[src/rtl/mem_access_ctrl.sv]
// mem_access_ctrl: load/store unit that decodes, checks and runs one bus access per request
module mem_access_ctrl #(
  parameter int TIMEOUT = 16
) (
  input  logic        clk,
  input  logic        reset,
  input  logic        start,
  input  logic        is_store,
  input  logic [2:0]  func3,
  input  logic [31:0] addr,
  input  logic [31:0] wdata,
  output logic        stall,
  output logic        done,
  output logic [31:0] rdata_out,
  output logic        err,
  output logic [1:0]  err_code,
  output logic        bus_req,
  output logic        bus_we,
  output logic [31:0] bus_addr,
  output logic [3:0]  bus_be,
  output logic [31:0] bus_wdata,
  input  logic        bus_ack,
  input  logic [31:0] bus_rdata
);
  typedef enum logic [1:0] {IDLE, BUSY, FIN} state_t;
  state_t state, next;
  logic l_store;
  logic [2:0] l_f3;
  logic [31:0] l_addr, l_wdata, cnt, r_data, ext;
  logic r_err;
  logic [1:0] r_code;
  logic ill, mis, tout, busy, fin;
  logic [7:0] b;
  logic [15:0] h;
  // decode checks on the incoming request, timeout detect and load extraction
  always_comb begin
    ill = is_store ? (func3 > 3'd2) : (func3 == 3'b011 || func3[2:1] == 2'b11);
    mis = func3[1:0] == 2'b01 ? addr[0] : func3[1:0] == 2'b10 ? |addr[1:0] : 1'b0;
    tout = cnt == 32'(TIMEOUT - 1);
    b = bus_rdata[{l_addr[1:0], 3'b000} +: 8];
    h = l_addr[1] ? bus_rdata[31:16] : bus_rdata[15:0];
    ext = l_f3 == 3'b000 ? {{24{b[7]}}, b} :
          l_f3 == 3'b001 ? {{16{h[15]}}, h} :
          l_f3 == 3'b100 ? {24'b0, b} :
          l_f3 == 3'b101 ? {16'b0, h} : bus_rdata;
  end
  // state register
  always_ff @(posedge clk)
    state <= reset ? IDLE : next;
  // next-state logic; start outside IDLE is ignored
  always_comb begin
    next = state;
    case (state)
      IDLE: next = start ? ((ill | mis) ? FIN : BUSY) : IDLE;
      BUSY: next = (bus_ack | tout) ? FIN : BUSY;
      default: next = IDLE;
    endcase
  end
  // request latch, wait counter and result capture
  always_ff @(posedge clk) begin
    if (reset) begin
      l_store <= 1'b0;
      l_f3 <= '0;
      l_addr <= '0;
      l_wdata <= '0;
      cnt <= '0;
      r_err <= 1'b0;
      r_code <= '0;
      r_data <= '0;
    end else if (state == IDLE && start) begin
      l_store <= is_store;
      l_f3 <= func3;
      l_addr <= addr;
      l_wdata <= wdata;
      cnt <= '0;
      r_err <= ill | mis;
      r_code <= ill ? 2'b10 : mis ? 2'b01 : 2'b00;
      r_data <= '0;
    end else if (state == BUSY) begin
      if (bus_ack) begin
        r_err <= 1'b0;
        r_code <= 2'b00;
        r_data <= l_store ? '0 : ext;
      end else if (tout) begin
        r_err <= 1'b1;
        r_code <= 2'b11;
        r_data <= '0;
      end else
        cnt <= cnt + 32'd1;
    end
  end
  // outputs: bus fields from latched request while busy, results only in FIN
  always_comb begin
    busy = state == BUSY;
    fin = state == FIN;
    stall = (state == IDLE && start) || busy;
    done = fin;
    rdata_out = fin ? r_data : '0;
    err = fin & r_err;
    err_code = fin ? r_code : 2'b00;
    bus_req = busy;
    bus_we = busy & l_store;
    bus_addr = busy ? {l_addr[31:2], 2'b00} : '0;
    bus_be = !busy ? 4'b0000 : !l_store ? 4'b1111 :
             l_f3 == 3'b000 ? 4'b0001 << l_addr[1:0] :
             l_f3 == 3'b001 ? 4'b0011 << {l_addr[1], 1'b0} : 4'b1111;
    bus_wdata = !(busy & l_store) ? '0 :
                l_f3 == 3'b000 ? {4{l_wdata[7:0]}} :
                l_f3 == 3'b001 ? {2{l_wdata[15:0]}} : l_wdata;
  end
endmodule

[config.mk]
export PLATFORM = sky130hd
export DESIGN_NAME = mem_access_ctrl
export DESIGN_NICKNAME = d
export VERILOG_FILES = /design/src/rtl/mem_access_ctrl.sv
export SDC_FILE = /design/constraint.sdc
export NUM_CORES = 1
export LEC_CHECK = 0
export BUFFER_PORTS_ARGS = -buffer_cell sky130_fd_sc_hd__buf_2
export CAP_MARGIN = 20
export CORE_MARGIN = 2
export CORE_UTILIZATION = 51
export DETAILED_ROUTE_END_ITERATION = 8
export PLACE_DENSITY = 0.81
export SLEW_MARGIN = 20
export SYNTH_ARGS = -nofsm -noshare
export SYNTH_HDL_FRONTEND = slang
export SYNTH_SLANG_ARGS = --single-unit
[constraint.sdc]
create_clock -name clk -period 2.3 [get_ports clk]
set_clock_uncertainty 0.05 [all_clocks]
set_input_delay 0.23 -clock clk [delete_from_list [all_inputs] [get_ports clk]]
set_output_delay 0.23 -clock clk [all_outputs]
set_load 0.01 [all_outputs]
=== Word level (Yosys, flattened, before mapping) ===
Index checks and enable logic that the tools add are counted.

* Register bits: 137
* Bits in latches: 0
* Bits in writable memories: 0
* ROM bits: 0
* Output and inout port bits: 107
* Memories: 0

* Add/subtract/negate cells: 1
* Multipliers: 0
* Divide/modulo/power cells: 0
* Order comparisons: 1
* Equal/unequal tests: 10
* Shifts and indexed selects: 3
* Mux-type cells: 35
* Bitwise operators: 6
* Reduce and logical (&&, ||, !) cells: 13

{| class="wikitable"
|+ Operators with widths
! kind !! count
|-
| 32-bit two-way mux || 12
|-
| 32-bit by 1-bit adder with 32-bit output, second input constant || 1
|-
| 32-bit by 4-bit == test with 1-bit output, second input constant || 1
|-
| 32-bit by 6-bit indexed part select with 8-bit output || 1
|-
| 2-bit two-way mux || 9
|-
| 16-bit two-way mux || 1
|-
| 4-bit two-way mux || 4
|-
| 1-bit two-way mux || 8
|-
| 2-bit == test, second input constant || 3
|-
| 3-bit == test, second input constant || 2
|-
| 2-bit by 1-bit == test with 1-bit output, second input constant || 2
|-
| 2-bit one-hot mux with 2 select lines || 1
|-
| 2-bit AND reduction || 2
|-
| 2-bit nonzero test || 2
|-
| 2-bit OR reduction || 2
|-
| 1-bit by 2-bit left shift with 4-bit output, first input constant || 1
|-
| 2-bit by 2-bit left shift with 4-bit output, first input constant || 1
|-
| 3-bit by 1-bit == test with 1-bit output, second input constant || 1
|-
| 3-bit by 2-bit == test with 1-bit output, second input constant || 1
|-
| 3-bit by 2-bit greater-than comparator with 1-bit output, second input constant || 1
|-
| 3-bit logical NOT || 1
|-
| 3-bit AND reduction || 1
|-
| 3-bit nonzero test || 1
|-
| 1-bit AND || 2
|-
| 5 further kinds || 8
|}

=== Depth between registers and ports, before layout ===
Gate-level depths: netlist of the first run.

* Depth in word-level cells: 7
* Depth in mapped cells: 8
* Depth with buffers taken out: 6

=== Worst setup path before layout of the first run ===
No wires, ideal clock.

* Kind: reg2reg
* Start point: reg cnt[0]
* End point: reg r_data[10]
* Setup time: 0.117 ns
* Data arrival time: 1.677 ns
* Required time: 2.133 ns
* Setup slack: 0.456 ns
* Cell stages (with the launch flop): 8
* Period minus slack after synthesis: 1.844 ns
* Cell sequence: dfxtp_1 > ha_1 > nor4b_1 > nand4_1 > o21bai_1 > a21oi_2 > buf_2 > a22o_1

* Word-level cells in the longest chain between the ends: 3

{| class="wikitable"
|+ RTL lines
! what !! RTL line !! RTL
|-
| start, declared || 29 || <nowiki>logic [31:0] l_addr, l_wdata, cnt, r_data, ext;</nowiki>
|-
| start signal, assigned || 89 || <nowiki>cnt <= cnt + 32'd1;</nowiki>
|-
| 32-bit by 4-bit == test with 1-bit output || 39 || <nowiki>tout = cnt == 32'(TIMEOUT - 1);</nowiki>
|-
| 2-bit nonzero test (no line) || n/a ||
|-
| 2-bit AND reduction (no line) || n/a ||
|-
| end signal, assigned || 83 || <nowiki>r_data <= l_store ? '0 : ext;</nowiki>
|-
| end, declared || 29 ||
|}

No other way between the ends.
A chain may end at the register's enable or synchronous reset.

=== Worst setup path after layout of the first run ===
* Start point: reg l_f3[2]
* End point: out bus_wdata[11]

* Word-level cells in the longest chain between the ends: 3

{| class="wikitable"
|+ RTL lines
! what !! RTL line !! RTL
|-
| start, declared || 28 || <nowiki>logic [2:0] l_f3;</nowiki>
|-
| start signal, assigned || 72 || <nowiki>l_f3 <= func3;</nowiki>
|-
| 3-bit logical NOT || 108 || <nowiki>l_f3 == 3'b000 ? {4{l_wdata[7:0]}} :</nowiki>
|-
| 32-bit two-way mux || 108 ||
|-
| 32-bit two-way mux || 107 || <nowiki>bus_wdata = !(busy & l_store) ? '0 :</nowiki>
|-
| end, declared || 21 || <nowiki>output logic [31:0] bus_wdata,</nowiki>
|}

No other way between the ends.

==> flow_summary.yaml, run 1 <==
grt:
  grt.busiest_layer: "met2"
  globalRouteMet1Util_pct: 35.7
  grt.overflow.total: 0
  grt_first_pass_wirelength_um: 34000
  antenna_found_initial: 1
  first_global_vias: 6883
  grt_util_all_layers_pct: 29.8
  grt_max_degree: 44
  met2_usage_pct: 49.8
  grt.met3_usage_pct: 8.49
worst_setup_path:
  critPathArrivalTime_ns: 1.88
  cpMaxStageDelayCell: "sky130_fd_sc_hd__dfxtp_1"
  total_stage_count_of_the_critical_path: 6
  worst_setup_start_kind: "register"
  slowest_delay_ns: 0.37
  crit_type: "reg -> out"
  worstPathBufferInverterCount: 2
  ff2ff_path_depth: 7
  worst-endpoint-required_ns: 2.02
  max_fo_critical_path: 9
  setup.worst_path.end_class: "output port"
  cp_cell_sequence: "or2_4 -> nor2_1 -> buf_4 -> nand2_1 -> a21oi_1 -> buf_2"
  worst_path_dominant_cell_family: "simple AND/OR/NAND/NOR gates"
pwr:
  max_vdd_drop_mv: 0.631
  power.total_mw: 6.03
  powerDensity_nw_per_um2: 667
  leakagePower_nw: 3.99
synthesis:
  count_of_mapped_cells_out_of_synthesis: 874
  ys_top_cells_by_area: "sky130_fd_sc_hd__dfxtp_1 (41%), sky130_fd_sc_hd__nand2_1 (11%), sky130_fd_sc_hd__a21oi_1 (7.8%)"
  synthesis.yosys.warnings: 0
  synth_seq_area_share_pct: 40.9
  synth_largest_area_cell: "sky130_fd_sc_hd__dfxtp_1"
  syn_area_per_cell_um2: 7.67
  synth_top_family_by_area: "simple AND/OR/NAND/NOR gates"
  ys_dominant_reg_cell: "sky130_fd_sc_hd__dfxtp_1"
  synth_top_area_share_pct: 40.9
  synth-edff-count: 0
  synth-compound-area-share_pct: 17.7
  synth.ff_latch_count: 137
  syn_area_um2: 6700
  yosys.area_share.simple_pct: 31.3
  ys_async_rst_share_pct: 0
  synth_cell_types: 52
  post_synth_xor_area_fraction_pct: 3.66
  synth.mux.area_fraction_pct: 1.64
  yosys.area_share.adder_pct: 0.187
route:
  detail_route.first_pass.iterations: 5
  totalWireLength_um: 21100
  antenna_violating_nets_post_route: 0
  drt-initial-drc-count: 688
  routed_via_density: 5.50
  detailroute.via_count: 7183
  wire_per_inst_um: 16.2
  detail_route.drc_violations: 0
floorplan:
  core_region_area_um2: 12700
  initial_standard_cell_utilization_of_the_core_pct: 52.7
  io_pins: 211
  dieWidth_um: 119
  die_h_um: 119
  row_count: 41
  design.die.area_um2: 14100
finish:
  num_antenna_cells: 0
  synthToLayoutAreaGrowth_pct: 35.1
  drive_above_1_share_pct: 25.2
  layout.cells.most_common: "sky130_fd_sc_hd__buf_2"
  mostFrequentLayoutCells: "sky130_fd_sc_hd__buf_2 (208), sky130_fd_sc_hd__nand2_1 (201), sky130_fd_sc_hd__dfxtp_1 (135)"
  multi_input_area_um2: 3680
  final-seq-area_um2: 2750
  finalNetCount: 1225
  nFillCells: 960
place:
  port_buffers: 208
  gp_routability_congestion: 0.888
  place_hpwl_um: 13200
  post-place-ws_ns: 0.180
sta:
  max_clock_freq_mhz: 463
  fin_tns_setup_ns: 0
  slew_at_the_pin_closest_to_its_max_slew_limit_ns: 0.717
  final_max_slew_viol_count: 0
  hold_slack_ns: 0.0151
  timing_hold_violations_final: 0
  grt_setup_unrepaired: "no"
  fin_ws_ns: 0.141
  fin_crit_ns: 2.16
  max_slew_margin_pct: 52.1
  timing.final.crit_share_pct: 93.9
  setup-violations-final: 0
hold_path:
  hold_class: "in -> reg"
  min_delay_path_depth: 3
clock_network:
  worst_path_clk_slew_ns: 0.06
  postCtsSetupRepairBufs: 0
  clock_path_buffers: 2
  cts_htree_levels: 4
  worst_skew_pair.late_latency_ns: 0.42
  cts_inserted_buffers: 17
  tritoncts_num_sinks: 137
  tritoncts: "built"
  cts-root-buf: "sky130_fd_sc_hd__clkbuf_16"
flow_run:
  max-cap-violations: 0
outcome:
  result_of_the_run: "finished, final reports clean"
==> cell usage after synthesis, types with 3 or more instances <==
cell / n
sky130_fd_sc_hd__nand2_1: 202
sky130_fd_sc_hd__dfxtp_1: 137
sky130_fd_sc_hd__a21oi_1: 104
sky130_fd_sc_hd__and2_1: 66
sky130_fd_sc_hd__nor2_1: 54
sky130_fd_sc_hd__clkbuf_1: 48
sky130_fd_sc_hd__nor2b_1: 27
sky130_fd_sc_hd__xor2_1: 26
sky130_fd_sc_hd__o2bb2ai_1: 25
sky130_fd_sc_hd__nand3_1: 15
sky130_fd_sc_hd__o21ai_0: 14
sky130_fd_sc_hd__a31oi_1: 12
sky130_fd_sc_hd__nand4_1: 12
sky130_fd_sc_hd__a211oi_1: 11
sky130_fd_sc_hd__and3_1: 11
sky130_fd_sc_hd__mux2i_1: 11
sky130_fd_sc_hd__nor3_1: 11
sky130_fd_sc_hd__o22ai_1: 9
sky130_fd_sc_hd__a22o_1: 8
sky130_fd_sc_hd__buf_2: 7
sky130_fd_sc_hd__nand2b_1: 6
sky130_fd_sc_hd__inv_1: 5
sky130_fd_sc_hd__nor4_1: 5
sky130_fd_sc_hd__or3_1: 5
sky130_fd_sc_hd__and4_1: 4
sky130_fd_sc_hd__buf_4: 4
sky130_fd_sc_hd__buf_1: 3
sky130_fd_sc_hd__nor4_4: 3
==> area by class of cell <==
type / instances / share of cell area [%]
inverters: 6 / 0.249
clock inverters: 15 / 1.69
repair buffers: 290 / 20.0
well taps: 172 / 2.38
multi-input cells: 668 / 40.7
clock buffers: 17 / 4.70
flip-flops and latches: 137 / 30.3
==> repair_timing <==
action                                 4_1_cts  5_1_grt
setup endpoints to repair                    4       26
gates cloned                                 0        0
endpoints found under the hold margin       54        0
hold buffers                                54        0
gates resized for setup                      1        5
==> metrics by stage <==
step | instance area, µm² | instances | utilization [%]
2_1_floorplan | 6710 | 875 | -
3_3_place_gp | 7920 | 1219 | 62.2
3_5_place_dp | 7920 | 1219 | 62.2
4_1_cts | 9040 | 1305 | 71.0
5_1_grt | 9050 | 1305 | 71.1
6_report | 9050 | 1305 | 71.1
==> cells by family after synthesis <==
kind of cell | Yosys count
AO/OA/AOI/OAI | 195
XOR/XNOR | 28
adder cells (fa/ha/maj) | 1
buffers and inverters | 70
flip-flops | 137
multiplexers | 11
other | 1
AND/OR/NAND/NOR | 431
==> final timing paths <==
check,from,endpoint,slack [ns]
max,l_f3[2],bus_wdata[11],0.14
min,wdata[29],l_wdata[29],0.02
max reg2reg,cnt[0],r_data[12],0.21
min reg2reg,l_addr[30],l_addr[30],0.40
==> worst reg2reg max path, stage by stage (launching register included) <==
cell	delay [ns]
sky130_fd_sc_hd__dfxtp_1	0.40
sky130_fd_sc_hd__ha_1	0.25
sky130_fd_sc_hd__nor4b_1	0.25
sky130_fd_sc_hd__nand4_1	0.22
sky130_fd_sc_hd__o21bai_2	0.20
sky130_fd_sc_hd__a21oi_2	0.07
sky130_fd_sc_hd__buf_4	0.25
sky130_fd_sc_hd__a22o_1	0.29
==> power by group <==
| group | internal (mW) | total, mW | switching [mW] | leakage [nW] |
|---|---|---|---|---|
| clock network | 1.59 | 2.66 | 1.07 | 0.283 |
| registers | 2.48 | 2.55 | 0.0784 | 1.12 |
| logic | 0.335 | 0.816 | 0.481 | 2.59 |
| total | 4.40 | 6.03 | 1.63 | 3.99 |
==> metal layers <==
metal,vias to the layer above,part of all wire [%]
met5,-,0.080
met2,395,48
met4,2,2.6
met3,44,9.4
met1,3283,40
li1,3459,-
==> registers in the layout (all words and copies together), names as in the netlist <==
| name | cells |
|---|---|
| cnt | 32 |
| l_addr | 32 |
| l_f3 | 3 |
| l_store | 1 |
| l_wdata | 32 |
| r_code | 2 |
| r_data | 32 |
| r_err | 1 |
| state | 2 |
(Power assumes the default switching activity.)
==> run 2: changes to the inputs <==
--- a/config.mk
+++ b/config.mk
@@ -7,11 +7,14 @@
 export LEC_CHECK = 0
 export BUFFER_PORTS_ARGS = -buffer_cell sky130_fd_sc_hd__buf_2
 export CAP_MARGIN = 20
+export CELL_PAD_IN_SITES_DETAIL_PLACEMENT = 1
+export CELL_PAD_IN_SITES_GLOBAL_PLACEMENT = 2
 export CORE_MARGIN = 2
-export CORE_UTILIZATION = 51
+export CORE_UTILIZATION = 28
 export DETAILED_ROUTE_END_ITERATION = 8
-export PLACE_DENSITY = 0.81
+export PLACE_DENSITY = 0.8
 export SLEW_MARGIN = 20
 export SYNTH_ARGS = -nofsm -noshare
 export SYNTH_HDL_FRONTEND = slang
 export SYNTH_SLANG_ARGS = --single-unit
+export TNS_END_PERCENT = 1
==> run 2 against run 1 <==
  * Critical path type unchanged
  * Combinational power grew 2.8%
  * Fmax barely moved
  * Largest cell class unchanged
  * Non-clock buffer count grew 5
  * Sequential power barely moved
  * Sequential cell count did not move
  * Critical endpoint is now bus_wdata[30]
  * Hold slack got worse by 0.0051 ns
==> flow_summary.yaml, run 2 (synthesis gave the netlist of run 1 again) <==
floorplan:
  dieWidth_um: 159
  design.die.area_um2: 25200
  row_count: 56
  die_h_um: 159
  io_pins: 211
  core_region_area_um2: 23500
  initial_standard_cell_utilization_of_the_core_pct: 28.6
route:
  detail_route.first_pass.iterations: 4
  routed_via_density: 4.74
  wire_per_inst_um: 16.4
  drt-initial-drc-count: 226
  detailroute.via_count: 6923
  detail_route.drc_violations: 0
  antenna_violating_nets_post_route: 0
  totalWireLength_um: 24000
pwr:
  powerDensity_nw_per_um2: 684
  power.total_mw: 6.40
  leakagePower_nw: 4.04
  max_vdd_drop_mv: 0.401
place:
  post-place-ws_ns: 0.183
  port_buffers: 208
  placed_cells_incl_taps: 1367
  gp_routability_congestion: 0.827
  placed_cell_area_um2: 8120
  place_hpwl_um: 16600
finish:
  fin_cells: 1461
  multi_input_area_um2: 3680
  final-seq-area_um2: 2740
  mostFrequentLayoutCells: "sky130_fd_sc_hd__buf_2 (208), sky130_fd_sc_hd__nand2_1 (200), sky130_fd_sc_hd__dfxtp_1 (136)"
  synthToLayoutAreaGrowth_pct: 39.8
  final_standard_cell_area_without_fillers_um2: 9370
  drive_above_1_share_pct: 25.1
  layout.cells.most_common: "sky130_fd_sc_hd__buf_2"
  finalNetCount: 1230
  nFillCells: 2880
  utilization_pct: 39.9
sta:
  fin_crit_ns: 2.16
  timing_hold_violations_final: 0
  grt_setup_unrepaired: "no"
  fin_ws_ns: 0.143
  setup-violations-final: 0
  timing.final.crit_share_pct: 93.8
  final_max_slew_viol_count: 0
  fin_tns_setup_ns: 0
  max_slew_margin_pct: 42.9
  max_clock_freq_mhz: 464
  slew_at_the_pin_closest_to_its_max_slew_limit_ns: 0.856
  hold_slack_ns: 0.0100
clock_network:
  tritoncts_num_sinks: 137
  clock_path_buffers: 2
  cts_inserted_buffers: 17
  cts-root-buf: "sky130_fd_sc_hd__clkbuf_16"
  tritoncts: "built"
  worst_skew_pair.late_latency_ns: 0.42
  cts_htree_levels: 4
  worst_path_clk_slew_ns: 0.07
  postCtsSetupRepairBufs: 0
grt:
  first_global_vias: 7311
  grt_util_all_layers_pct: 19.1
  antenna_found_initial: 4
  grt_first_pass_wirelength_um: 39000
  grt.overflow.total: 0
  grt_max_degree: 75
hold_path:
  worst_hold_startpoint: "addr[31]"
  min_delay_path_depth: 3
  min_to: "l_addr[31]"
  hold_class: "in -> reg"
outcome:
  result_of_the_run: "finished, final reports clean"
flow_run:
  max-cap-violations: 0
worst_setup_path:
  crit-reg2reg-capture: "r_data[14]"
  max_fo_critical_path: 19
  timing.reg2reg.setup_slack_ns: 0.17
  critPathArrivalTime_ns: 1.88
  ff2ff_path_depth: 7
  crit_type: "reg -> out"
  worst-endpoint-required_ns: 2.02
  worst_setup_start_kind: "register"
  worst_r2r_startpoint: "cnt[1]"
  setup.worst_path.end_class: "output port"
==> run 2: cell count changes in the layout (fill, tap and decap cells not counted), moves of 2 or more <==
cell and delta:
sky130_fd_sc_hd__bufinv_16 +2, sky130_fd_sc_hd__clkinv_2 -3, sky130_fd_sc_hd__clkinv_4 -3, sky130_fd_sc_hd__diode_2 +4, sky130_fd_sc_hd__dlygate4sd3_1 +4, sky130_fd_sc_hd__inv_6 +3, sky130_fd_sc_hd__inv_8 +2
==> run 2: worst max-delay path by stage <==
stage                     startpoint       endpoint  slack (ns)  cells past startpoint
after CTS                   state[1]  bus_wdata[30]        0.02                      6
after global routing        state[1]  bus_wdata[30]      0.0007                      6
after floorplan               cnt[0]     r_data[10]        0.46                      7
final                       state[1]  bus_wdata[30]        0.14                      6
after global placement        cnt[0]      r_data[8]        0.30                      7
after detailed placement      cnt[0]     r_data[14]        0.18                      7
==> run 2: critical path, stage by stage (launching register included) <==
cell and delay [ns]:
sky130_fd_sc_hd__dfxtp_1 0.35, sky130_fd_sc_hd__nand2b_2 0.25, sky130_fd_sc_hd__clkinv_1 0.09, sky130_fd_sc_hd__nand2_2 0.12, sky130_fd_sc_hd__buf_8 0.22, sky130_fd_sc_hd__a211oi_1 0.24
sky130_fd_sc_hd__buf_2 0.19
==> run 2: power breakdown <==
| part | switching (mW) | internal, mW | total, mW |
|---|---|---|---|
| sequential | 0.0797 | 2.47 | 2.55 |
| clock | 1.17 | 1.84 | 3.01 |
| combinational | 0.492 | 0.346 | 0.839 |
| total | 1.74 | 4.66 | 6.40 |
==> run 2: layout make-up <==
class                           instances  share of cell area [%]
Multi-Input combinational cell        668                    39.3
Sequential cell                       137                    29.3
Tap cell                              319                    4.26
Timing Repair Buffer                  295                    20.0
Inverter                                6                   0.240
Clock inverter                         15                    2.27
Clock buffer                           17                    4.54
Antenna cell                            4                   0.107
==> run 2: what timing repair did <==
action                                  4_1_cts  5_1_grt
hold buffers                                 58        0
endpoints found under the hold margin        58        0
resized for setup                             2        4
endpoints found under the setup margin        5       60
==> run 2: routing by layer <==
layer | share of wire [%] | vias up | global-route usage (%)
li1 | - | 3465 | -
met1 | 45 | 3245 | 23.2
met2 | 47 | 187 | 32.8
met3 | 7.0 | 22 | 6.22
met4 | 1.0 | 4 | 4.67
met5 | 0.11 | - | 0
==> run 3: changes to the inputs <==
--- a/config.mk
+++ b/config.mk
@@ -12,6 +12,7 @@
 export CORE_MARGIN = 2
 export CORE_UTILIZATION = 28
 export DETAILED_ROUTE_END_ITERATION = 8
+export MAX_ROUTING_LAYER = met4
 export PLACE_DENSITY = 0.8
 export SLEW_MARGIN = 20
 export SYNTH_ARGS = -nofsm -noshare
==> run 3 against run 2 <==
  * Count of clock-buffer cells in the layout is the same
  * Critical endpoint is now bus_wdata[31]
  * First-iteration DRC count is 4.4% higher
  * Final cell count rose by 0.14%
  * Critical path type unchanged
  * Combinational power about the same
==> flow_summary.yaml, run 3 (synthesis gave the netlist of run 1 again) <==
worst_setup_path:
  setup.worst_path.end_class: "output port"
  slowest_delay_ns: 0.36
  cpMaxStageDelayCell: "sky130_fd_sc_hd__dfxtp_1"
  crit_type: "reg -> out"
  worst_path_dominant_cell_family: "buffers and inverters"
  worst_setup_start_kind: "register"
  critPathArrivalTime_ns: 1.86
  max_fo_critical_path: 19
  worstPathBufferInverterCount: 3
  cp_cell_sequence: "nand2b_2 -> clkinv_1 -> nand2_2 -> buf_8 -> a211oi_1 -> buf_2"
  worst-endpoint-required_ns: 2.02
sta:
  final_max_slew_viol_count: 0
  slew_at_the_pin_closest_to_its_max_slew_limit_ns: 0.843
  max_slew_margin_pct: 43.8
  fin_tns_setup_ns: 0
  grt_setup_unrepaired: "no"
  max_clock_freq_mhz: 467
  setup-violations-final: 0
  fin_crit_ns: 2.14
  timing_hold_violations_final: 0
  timing.final.crit_share_pct: 93.0
  hold_slack_ns: 0.00341
route:
  routed_via_density: 4.73
  detail_route.drc_violations: 0
  detail_route.first_pass.iterations: 5
  routed-wl-met3_um: 1480
  detailroute.via_count: 6921
  drt-initial-drc-count: 236
  top_layer: "met4"
  wl_met2_um: 11300
  antenna_violating_nets_post_route: 0
  totalWireLength_um: 24000
  wirelength_met1_um: 11000
  wire_per_inst_um: 16.4
pwr:
  p_sw_mw: 1.74
  power.total_mw: 6.40
  power.share.sequential_pct: 39.9
  swShare_pct: 27.1
  leakagePower_nw: 4.05
  comb_power_share_pct: 13.1
  internal-power_mw: 4.67
  max_vdd_drop_mv: 0.402
  powerDensity_nw_per_um2: 682
  clockPowerShare_pct: 47.0
grt:
  grt_first_pass_wirelength_um: 39000
  grt_util_all_layers_pct: 19.7
  grt.overflow.total: 0
  grt_max_degree: 75
  first_global_vias: 7314
  antenna_found_initial: 4
finish:
  drive_above_1_share_pct: 25.2
  mostFrequentLayoutCells: "sky130_fd_sc_hd__buf_2 (208), sky130_fd_sc_hd__nand2_1 (200), sky130_fd_sc_hd__dfxtp_1 (136)"
  layout.cells.most_common: "sky130_fd_sc_hd__buf_2"
  multi_input_area_um2: 3690
  synthToLayoutAreaGrowth_pct: 40.0
  finalNetCount: 1231
  final-seq-area_um2: 2740
  nFillCells: 2887
clock_network:
  worst_path_clk_slew_ns: 0.07
  worst_skew_pair.late_latency_ns: 0.42
  cts_htree_levels: 4
  cts-root-buf: "sky130_fd_sc_hd__clkbuf_16"
  tritoncts_num_sinks: 137
  postCtsSetupRepairBufs: 0
  clock_path_buffers: 2
  cts_inserted_buffers: 17
  tritoncts: "built"
place:
  gp_routability_congestion: 0.840
  place_hpwl_um: 16600
  port_buffers: 208
hold_path:
  hold_class: "in -> reg"
floorplan:
  row_count: 56
  design.die.area_um2: 25200
  core_region_area_um2: 23500
  io_pins: 211
  die_h_um: 159
  initial_standard_cell_utilization_of_the_core_pct: 28.6
  dieWidth_um: 159
outcome:
  result_of_the_run: "finished, final reports clean"
flow_run:
  max-cap-violations: 0
run 3: path summary, 6_finish.rpt:
kind	from	endpoint	slack [ns]	cells after the start
setup / recovery	state[1]	bus_wdata[31]	0.16	6
hold / removal	addr[31]	l_addr[31]	0.003	3
hold reg to reg	l_addr[2]	l_addr[2]	0.40	2
setup reg to reg	cnt[1]	r_data[14]	0.17	7
run 3: final cells by class:
class                      count  share of cell area (%)
tap                          319                    4.25
clock buffer                  17                    4.53
timing repair buffer         296                    20.1
clock inverter                15                    2.27
sequential                   137                    29.2
antenna                        5                   0.133
multi-input combinational    668                    39.3
inverter                       6                   0.240
run 3: tightest hold or removal path, stage by stage:
cell	delay [ns]
sky130_fd_sc_hd__buf_2	0.10
sky130_fd_sc_hd__nand2_1	0.06
sky130_fd_sc_hd__a21oi_1	0.05
run 3: what timing repair did:
| item | in CTS | in global routing |
|---|---|---|
| setup endpoints to repair | 5 | 60 |
| resized for setup | 2 | 5 |
| endpoints found under the hold margin | 58 | 1 |
| hold buffers | 58 | 1 |
run 3: power groups by stage:
stage	sequential (mW)	combinational, mW	clock (mW)
3_3_place_gp	2.60	0.755	0
2_1_floorplan	2.57	0.459	0
6_report	2.55	0.839	3.01
4_1_cts	2.55	0.844	3.07
3_5_place_dp	2.61	0.765	0
5_1_grt	2.57	0.939	3.21
run 3: per-stage QoR:
| step | instances | setup WS, ns | cell area [µm²] | utilization (%) |
|---|---|---|---|---|
| floorplan | 875 | 0.456 | 6710 | - |
| global placement | 1367 | 0.302 | 8120 | 34.6 |
| detailed placement | 1367 | 0.183 | 8120 | 34.6 |
| CTS | 1457 | 0.0249 | 9350 | 39.8 |
| global route | 1462 | 0.0151 | 9380 | 40.0 |
| finish | 1463 | 0.161 | 9380 | 40.0 |
run 3: routing by layer:
metal	global-route usage, %	vias to the layer above
li1	-	3470
met1	23.8	3253
met2	32.8	186
met3	5.98	12
met4	3.92	0
met5	-	-
